--- src/rtl/falcon_pkg.sv ---
// Shared Falcon keygen definitions: default polynomial parameters, the
// mkpoly collector state encoding and the small-coefficient range check.
package falcon_pkg;

  localparam int unsigned FALCON_LOGN   = 9;
  localparam int unsigned FALCON_COEF_W = 8;
  localparam int unsigned FALCON_BOUND  = 127;

  typedef enum logic [0:0] {
    MKPOLY_IDLE    = 1'b0,
    MKPOLY_COLLECT = 1'b1
  } mkpoly_state_e;

  // True when -bound <= val <= bound, compared at full 32-bit signed width.
  function automatic logic is_small(input logic signed [31:0] val,
                                    input logic signed [31:0] bound);
    return (val >= -bound) && (val <= bound);
  endfunction

endpackage

--- src/rtl/mkpoly_accept.sv ---
// Combinational accept decision for one Gaussian sample.
// Ports:
//   val_i      32-bit signed sample
//   last_i     sample targets the final coefficient (parity must become odd)
//   parity_i   running parity of accepted coefficients
//   in_range_c sample lies within +/-BOUND
//   accept_c   sample is accepted
module mkpoly_accept
  import falcon_pkg::*;
#(
  parameter int unsigned BOUND = FALCON_BOUND
) (
  input  logic [31:0] val_i,
  input  logic        last_i,
  input  logic        parity_i,
  output logic        in_range_c,
  output logic        accept_c
);

  assign in_range_c = is_small($signed(val_i), $signed(32'(BOUND)));

  // The last coefficient is only taken if it makes the total parity odd.
  assign accept_c = in_range_c && (!last_i || (parity_i ^ val_i[0]));

endmodule

--- src/rtl/mkpoly_collect.sv ---
// Collects MKGAUSS samples into one small polynomial of N = 2**LOGN
// coefficients, rejecting out-of-range samples and resampling the last
// coefficient until total parity is odd. Accepted coefficients are written
// to an external RAM one cycle after their strobe.
// Optional: define MKPOLY_SQNORM_EN to add the sqnorm output (sum of squares
// of accepted coefficients).
// Ports:
//   clk, rst_n     clock, synchronous active-low reset
//   start          begin a new polynomial (honoured only when idle)
//   val_valid, val sample stream (no backpressure)
//   coef_we/addr/data  coefficient RAM write port
//   busy, done     collecting / single-cycle completion pulse
//   rej_cnt        saturating rejected-sample count
//   sqnorm         (MKPOLY_SQNORM_EN only) sum of val*val over accepts
module mkpoly_collect
  import falcon_pkg::*;
#(
  parameter int unsigned LOGN   = FALCON_LOGN,
  parameter int unsigned COEF_W = FALCON_COEF_W,
  parameter int unsigned BOUND  = FALCON_BOUND,
  parameter int unsigned REJ_W  = 16
) (
  input  logic              clk,
  input  logic              rst_n,
  input  logic              start,
  input  logic              val_valid,
  input  logic [31:0]       val,
  output logic              coef_we,
  output logic [LOGN-1:0]   coef_addr,
  output logic [COEF_W-1:0] coef_data,
  output logic              busy,
  output logic              done,
`ifdef MKPOLY_SQNORM_EN
  output logic [31:0]       sqnorm,
`endif
  output logic [REJ_W-1:0]  rej_cnt
);

  localparam int unsigned N = 1 << LOGN;
  localparam logic [0:0] IDLE    = 1'(MKPOLY_IDLE);
  localparam logic [0:0] COLLECT = 1'(MKPOLY_COLLECT);

  logic [0:0]        state_q, state_d;
  logic [LOGN-1:0]   idx_q, idx_d;
  logic              parity_q, parity_d;
  logic              coef_we_q, coef_we_d;
  logic [LOGN-1:0]   coef_addr_q, coef_addr_d;
  logic [COEF_W-1:0] coef_data_q, coef_data_d;
  logic              busy_q, busy_d;
  logic              done_q, done_d;
  logic [REJ_W-1:0]  rej_cnt_q, rej_cnt_d;

  logic last_c;
  logic in_range_c;
  logic accept_c;

  assign last_c = (idx_q == LOGN'(N - 1));

  mkpoly_accept #(
    .BOUND (BOUND)
  ) u_accept (
    .val_i      (val),
    .last_i     (last_c),
    .parity_i   (parity_q),
    .in_range_c (in_range_c),
    .accept_c   (accept_c)
  );

`ifdef MKPOLY_SQNORM_EN
  logic [31:0] sqnorm_q, sqnorm_d;
  logic signed [COEF_W-1:0]   cv_c;
  logic signed [2*COEF_W-1:0] cv_ext_c;
  logic signed [2*COEF_W-1:0] sq_c;

  // Accepted samples fit in COEF_W signed, so square the truncated value.
  assign cv_c     = $signed(val[COEF_W-1:0]);
  assign cv_ext_c = $signed({{COEF_W{cv_c[COEF_W-1]}}, cv_c});
  assign sq_c     = cv_ext_c * cv_ext_c;
  assign sqnorm   = sqnorm_q;
`endif

  // State and output registers.
  always_ff @(posedge clk) begin
    if (!rst_n) begin
      state_q     <= IDLE;
      idx_q       <= '0;
      parity_q    <= 1'b0;
      coef_we_q   <= 1'b0;
      coef_addr_q <= '0;
      coef_data_q <= '0;
      busy_q      <= 1'b0;
      done_q      <= 1'b0;
      rej_cnt_q   <= '0;
`ifdef MKPOLY_SQNORM_EN
      sqnorm_q    <= '0;
`endif
    end else begin
      state_q     <= state_d;
      idx_q       <= idx_d;
      parity_q    <= parity_d;
      coef_we_q   <= coef_we_d;
      coef_addr_q <= coef_addr_d;
      coef_data_q <= coef_data_d;
      busy_q      <= busy_d;
      done_q      <= done_d;
      rej_cnt_q   <= rej_cnt_d;
`ifdef MKPOLY_SQNORM_EN
      sqnorm_q    <= sqnorm_d;
`endif
    end
  end

  // Next-state and output logic.
  always_comb begin
    state_d     = state_q;
    idx_d       = idx_q;
    parity_d    = parity_q;
    coef_we_d   = 1'b0;
    coef_addr_d = coef_addr_q;
    coef_data_d = coef_data_q;
    busy_d      = busy_q;
    done_d      = 1'b0;
    rej_cnt_d   = rej_cnt_q;
`ifdef MKPOLY_SQNORM_EN
    sqnorm_d    = sqnorm_q;
`endif

    case (state_q)
      IDLE: begin
        if (start) begin
          state_d   = COLLECT;
          idx_d     = '0;
          parity_d  = 1'b0;
          rej_cnt_d = '0;
          busy_d    = 1'b1;
`ifdef MKPOLY_SQNORM_EN
          sqnorm_d  = '0;
`endif
        end
      end
      COLLECT: begin
        if (val_valid) begin
          if (accept_c) begin
            coef_we_d   = 1'b1;
            coef_addr_d = idx_q;
            coef_data_d = val[COEF_W-1:0];
            parity_d    = parity_q ^ val[0];
            idx_d       = idx_q + LOGN'(1);
`ifdef MKPOLY_SQNORM_EN
            sqnorm_d    = sqnorm_q + 32'($unsigned(sq_c));
`endif
            if (last_c) begin
              state_d = IDLE;
              busy_d  = 1'b0;
              done_d  = 1'b1;
            end
          end else if (rej_cnt_q != {REJ_W{1'b1}}) begin
            rej_cnt_d = rej_cnt_q + REJ_W'(1);
          end
        end
      end
      default: state_d = IDLE;
    endcase
  end

  assign coef_we   = coef_we_q;
  assign coef_addr = coef_addr_q;
  assign coef_data = coef_data_q;
  assign busy      = busy_q;
  assign done      = done_q;
  assign rej_cnt   = rej_cnt_q;

endmodule
--- config.mk ---
export PLATFORM = sky130hd
export DESIGN_NAME = mkpoly_collect
export DESIGN_NICKNAME = d
export VERILOG_FILES = /design/src/rtl/falcon_pkg.sv /design/src/rtl/mkpoly_accept.sv /design/src/rtl/mkpoly_collect.sv
export SDC_FILE = /design/constraint.sdc
export NUM_CORES = 1
export LEC_CHECK = 0
export ABC_AREA = 1
export CORE_ASPECT_RATIO = 0.8
export CORE_MARGIN = 2
export CORE_UTILIZATION = 47
export CTS_CLUSTER_DIAMETER = 40
export CTS_CLUSTER_SIZE = 40
export DETAILED_ROUTE_END_ITERATION = 7
export HOLD_SLACK_MARGIN = 0.06
export PLACE_DENSITY = 0.84
export SETUP_SLACK_MARGIN = 0.1
export SLEW_MARGIN = 20
export SYNTH_ARGS = -nofsm -noshare
export SYNTH_HDL_FRONTEND = slang
export SYNTH_SLANG_ARGS = --single-unit
export TNS_END_PERCENT = 100
--- constraint.sdc ---
create_clock -name clk -period 2.42 [get_ports clk]
set_input_delay 0.726 -clock clk [delete_from_list [all_inputs] [get_ports clk]]
set_output_delay 0.726 -clock clk [all_outputs]
set_load 0.005 [all_outputs]
### Word-level counts from Yosys, hierarchy flattened

Index checks and enable logic that the tools add are counted.

* register bits: 47
* input bits: 36
* output and inout port bits: 36
* word-level logic and storage cells: 58

* add/subtract/negate cells: 2
* order comparisons: 2
* equal/unequal tests: 8
* multiplexer cells: 25
* bitwise gates (word level): 2
* reductions and logical operators: 10

Operators with widths (count)
* $mux 16: 4
* $ge 32x8->1 const B: 1
* $le 32x8->1 const B: 1
* $pmux 16 s2: 1
* $mux 9: 3
* $pmux 9 s2: 1
* $add 16x1->16 const B: 1
* $ne 16x16->1 const B: 1
* $mux 1: 13
* $reduce_and 4->1: 3
* $add 9x1->9 const B: 1
* $eq 9x9->1 const B: 1
* $reduce_and 3->1: 3
* $ne 2x1->1 const B: 3
* $ne 2x2->1 const B: 3
* $pmux 1 s2: 3
* $logic_and 1x1->1: 2
* $logic_not 1->1: 1
* $logic_or 1x1->1: 1
* $not 1->1: 1
* $xor 1x1->1: 1

### Logic depth before layout (Yosys ltp)

* depth after elaboration: 7
* mapped depth: 16
* depth with buffers taken out: 15

### By module

From an unflattened synthesis, not the netlist that was laid out.

* cells, all modules: 405
* area total of the unflattened synthesis: 2529.9 um^2

By module, submodules not included
* mkpoly_collect: times used 1, cells each 333, area an instance 2230.9 um^2, seq. area each 940.9 um^2
* mkpoly_accept: times used 1, cells each 72, area an instance 299.0 um^2, seq. area each 0.0 um^2

### Least setup slack after synthesis

No wires, ideal clock.

* path type: reg-to-reg
* from: reg idx_q[0]
* to: reg coef_data_q[0] (netlist: coef_data[0])
* library setup time: 70 ps
* arrival: 1770 ps
* required time: 2350 ps
* path slack: 579 ps
* stages on the path, launching flop included: 15
* buffers on the path: 2
* period minus slack after synthesis: 1841 ps
* cell sequence: dfxtp_1 ha_1 nand2_1 inv_1 nand4_1 nor2_1 ha_1 inv_1 nor2_1 a21oi_1 nand3_1 buf_2 buf_2 nand2_1 a21oi_1

* cells in the longest elaborated chain, start to end: 5

RTL lines
* start, declared: line mkpoly_collect.sv:44 `logic [LOGN-1:0] idx_q, idx_d;`
* start signal, assigned: line mkpoly_collect.sv:99 `idx_q <= idx_d;`
* $eq 9x9->1: line mkpoly_collect.sv:57 `assign last_c = (idx_q == LOGN'(N - 1));`
* via last_c: line mkpoly_collect.sv:53 `logic last_c;`
* $logic_not 1->1: line mkpoly_accept.sv:23 `assign accept_c = in_range_c && (!last_i || (parity_i ^ val_i[0]));`
* $logic_or 1x1->1: line mkpoly_accept.sv:23
* $logic_and 1x1->1: line mkpoly_accept.sv:23
* $reduce_and 3->1 (no line)
* end signal, assigned: line mkpoly_collect.sv:103 `coef_data_q <= coef_data_d;`
* end, declared: line mkpoly_collect.sv:48 `logic [COEF_W-1:0] coef_data_q, coef_data_d;`

The timed path passes the listed nets, and every way through them passes these cells.
A chain may end at the register's enable or synchronous reset.

### Final worst setup path

* from: in val[7]
* to: reg busy_q (netlist: busy)

* cells in the longest elaborated chain, start to end: 5
* elaborated cells on any way between the ends: 6
* those cells by class: 2 x order compare; 1 x eq/ne; 3 x reduce/logical

RTL lines
* start, declared: line mkpoly_collect.sv:27 `input logic [31:0] val,`
* $ge 32x8->1 or $le 32x8->1 (tied branches): line falcon_pkg.sv:17 `return (val >= -bound) && (val <= bound);`
* $logic_and 1x1->1 *: line falcon_pkg.sv:17
* $logic_and 1x1->1 *: line mkpoly_accept.sv:23
* $ne 2x1->1 (no line) *
* $reduce_and 4->1 (no line) *
* end signal, assigned: line mkpoly_collect.sv:104 `busy_q <= busy_d;`
* end, declared: line mkpoly_collect.sv:49 `logic busy_q, busy_d;`

Every way passes the cells marked *; elsewhere a longest branch is shown, timed or not.

==> reports/qor.csv <==
stage;metric;value;unit
synth;yosysSeqAreaShare;0.3858;
final_layout;fin_util;0.6817;
timing;slew_headroom;0.5816;
global_routing;antenna_found_initial;0;
final_layout;design_area;3413;um2
global_routing;grt_pass1_wl;10.59;mm
final_layout;area_delta_synth_final;39.97;%
job;max_cap_viol_count;0;
timing;worst_pin_slew;0.6269;ns
final_layout;final_layout_size_suffix_gt1_frac;0.09009;
placement;place_ws;-0.2176;ns
placement;gp_congestion;0.9185;
critical_path;crit_type;in2reg;
clock_tree;htree_num_levels;2;
timing;worst_slack;0.1979;ns
route;post_drt_via_cell_ratio;5.115;
synth;netlist_area;2439;um2
global_routing;grt_remaining_overflow;0;
clock_tree;cts_buffer_depth;2;
final_layout;nFillCells;438;
outcome;status;finished, final reports clean;
critical_path;arrival;2.41;ns
global_routing;grt_pass1_vias;2364;
timing;slew_violations;0;
critical_path;worst-path-max-fanout;14;
synth;synth_top_area_cell;dfxtp_1;
synth;ys_types;24;
synth;synth-seq-cells;47;
critical_path;ff2ff_setup_slack;0.23;ns
synth;synth-edff-count;0;
timing;fmax;450.0;MHz
synth;synthDominantCellAreaShare;0.3858;
synth;synth.top_cells.by_count;nand2_1 (107), nor2_1 (60), dfxtp_1 (47), a21oi_1 (42), nand3_1 (33);
placement;place_area;3266;um2
die;fp-row-count;23;
clock_tree;clock-root-buffer;clkbuf_8;
synth;synth-async-reset-ratio;0;
route;first_iter_violations;138;
pwr;peakVddDrop;0.4292;mV
timing;fin_skew;0.008898;ns
timing;finalCritPeriodShare;0.9182;
route;dr.pass1.iters;4;
global_routing;grt_max_degree;27;
timing;hold_slack;0.4691;ns
placement;port_buffers;71;
critical_path;cp-start-kind;input port;
die;io-pin-count;72;
die;dieWidth;84.54;um
clock_tree;cts_tree;yes;
timing;period_needed;2.222;ns
placement;hpwl;4.690;mm
timing;setup_viol;0;
synth;synthFlopType;dfxtp_1;
route;postRouteAntennaNets;0;
route;finalWirelength;6.458;mm
timing;rsz0062_at_grt;true;
die;die_h;68.43;um
die;core;5007;um2
global_routing;grt_use_total;0.2275;
critical_path;cp.required;2.61;ns
die;start_util;0.4870;
worst_hold_path;hp-class;reg2reg;
die;dieArea;5784;um2
timing;timing.final.hold_violations;0;
route;post_drt_wl_per_cell;12.76;um
synth;synth.area.top_cells;dfxtp_1 (39%), nand2_1 (16%), nor2_1 (9.2%);
pwr;p_leak;1.261;nW
critical_path;end_kind;flip-flop;
synth;postSynthAreaPerCell;6.699;um2
final_layout;antenna_cells;0;
final_layout;nets;482;
clock_tree;cts_sinks;47;
synth;syn_inst;364;
synth;synthesis.yosys.warnings;0;
clock_tree;path_clk_slew;0.08;ns
pwr;p_per_area;433.9;nW/um2
clock_tree;clkLatencyLatePin;0.30;ns
synth;synth.most_common_cell;nand2_1;
synth;syn_nets;403;
clock_tree;hold_buffers;0;
clock_tree;cts_buffers;5;
route;vias;2588;
route;drc;0;
## critical path, cell delays in order
cell             delay [ns]
clkdlybuf4s50_1        0.44
nor2_1                 0.11
nand2_1                0.07
nor2_1                 0.13
nand3_1                0.09
a21oi_1                0.21
nand3_2                0.14
inv_2                  0.12
buf_12                 0.14
nand2_1                0.09
o211ai_1               0.09
inv_1                  0.06
## cell families (layout without fill, tap and decap cells)
logic type | after synthesis | after routing | synth area share
AND/OR/NAND/NOR | 216 | 216 | 0.3761
flip-flops | 47 | 47 | 0.3858
AO/OA/AOI/OAI | 44 | 44 | 0.09133
buffers and inverters | 36 | 116 | 0.06670
XOR/XNOR | 18 | 18 | 0.06465
adder cells (fa/ha/maj) | 3 | 3 | 0.01539
## final timing paths
path,start,endpoint,depth (start not counted)
max,val[7],busy,12
min,coef_addr[7],coef_addr[7],2
max reg2reg,idx_q[0],rej_cnt[4],14
min reg2reg,coef_addr[7],coef_addr[7],2
## registers in the layout, indices dropped and copies added (netlist names)
name and count:
busy 1, coef_addr 9, coef_data 8, coef_we 1
done 1, idx_q 9, parity_q 1, rej_cnt 16
state_q 1
## power by group
group | internal (mW) | switching, mW | total [mW]
sequential | 0.779 | 0.00522 | 0.785
combinational | 0.0940 | 0.0910 | 0.185
clock | 0.261 | 0.250 | 0.511
## final cells by class
type / instances / area [um2] / share of cell area
Clock buffer: 8 / 100.1 / 0.02933
Inverter: 21 / 78.83 / 0.02309
Multi-Input combinational cell: 281 / 1356 / 0.3974
Sequential cell: 47 / 940.9 / 0.2757
Tap cell: 62 / 77.57 / 0.02273
Timing Repair Buffer: 87 / 859.6 / 0.2518
## per-layer routing
metal / track usage / share of wire
met4: 0.05952 / 0.0082
met5: 0 / 0
met1: 0.3005 / 0.46
met2: 0.3898 / 0.48
met3: 0.04101 / 0.055
## timing repair
item	4_1_cts	5_1_grt
cloned	0	0
gates resized for setup	1	6
pin swaps	0	0
endpoints found under the setup margin	4	26
setup buffers	0	3
## cell usage in the layout (no fill, tap or decap), types with 2 or more instances in the layout
| cell | n |
|---|---|
| a21oi_1 | 41 |
| buf_12 | 2 |
| buf_4 | 13 |
| clkbuf_8 | 7 |
| clkdlybuf4s50_1 | 71 |
| dfxtp_1 | 47 |
| ha_1 | 3 |
| inv_1 | 20 |
| nand2_1 | 106 |
| nand2_2 | 3 |
| nand2_4 | 2 |
| nand3_1 | 32 |
| nand3_2 | 3 |
| nand4_1 | 2 |
| nor2_1 | 59 |
| nor2_2 | 4 |
| nor3_1 | 2 |
| xnor2_1 | 3 |
| xor2_1 | 14 |
## metrics by stage
step | TNS [ns] | total power, mW | std cells
floorplan | 0 | 0.8789 | 364
global placement | -0.7518 | 0.9786 | 495
detailed placement | -3.379 | 0.9816 | 495
CTS | 0 | 1.490 | 503
global route | 0 | 1.538 | 506
finish | 0 | 1.481 | 506
Power figures use the tool's default switching activity.
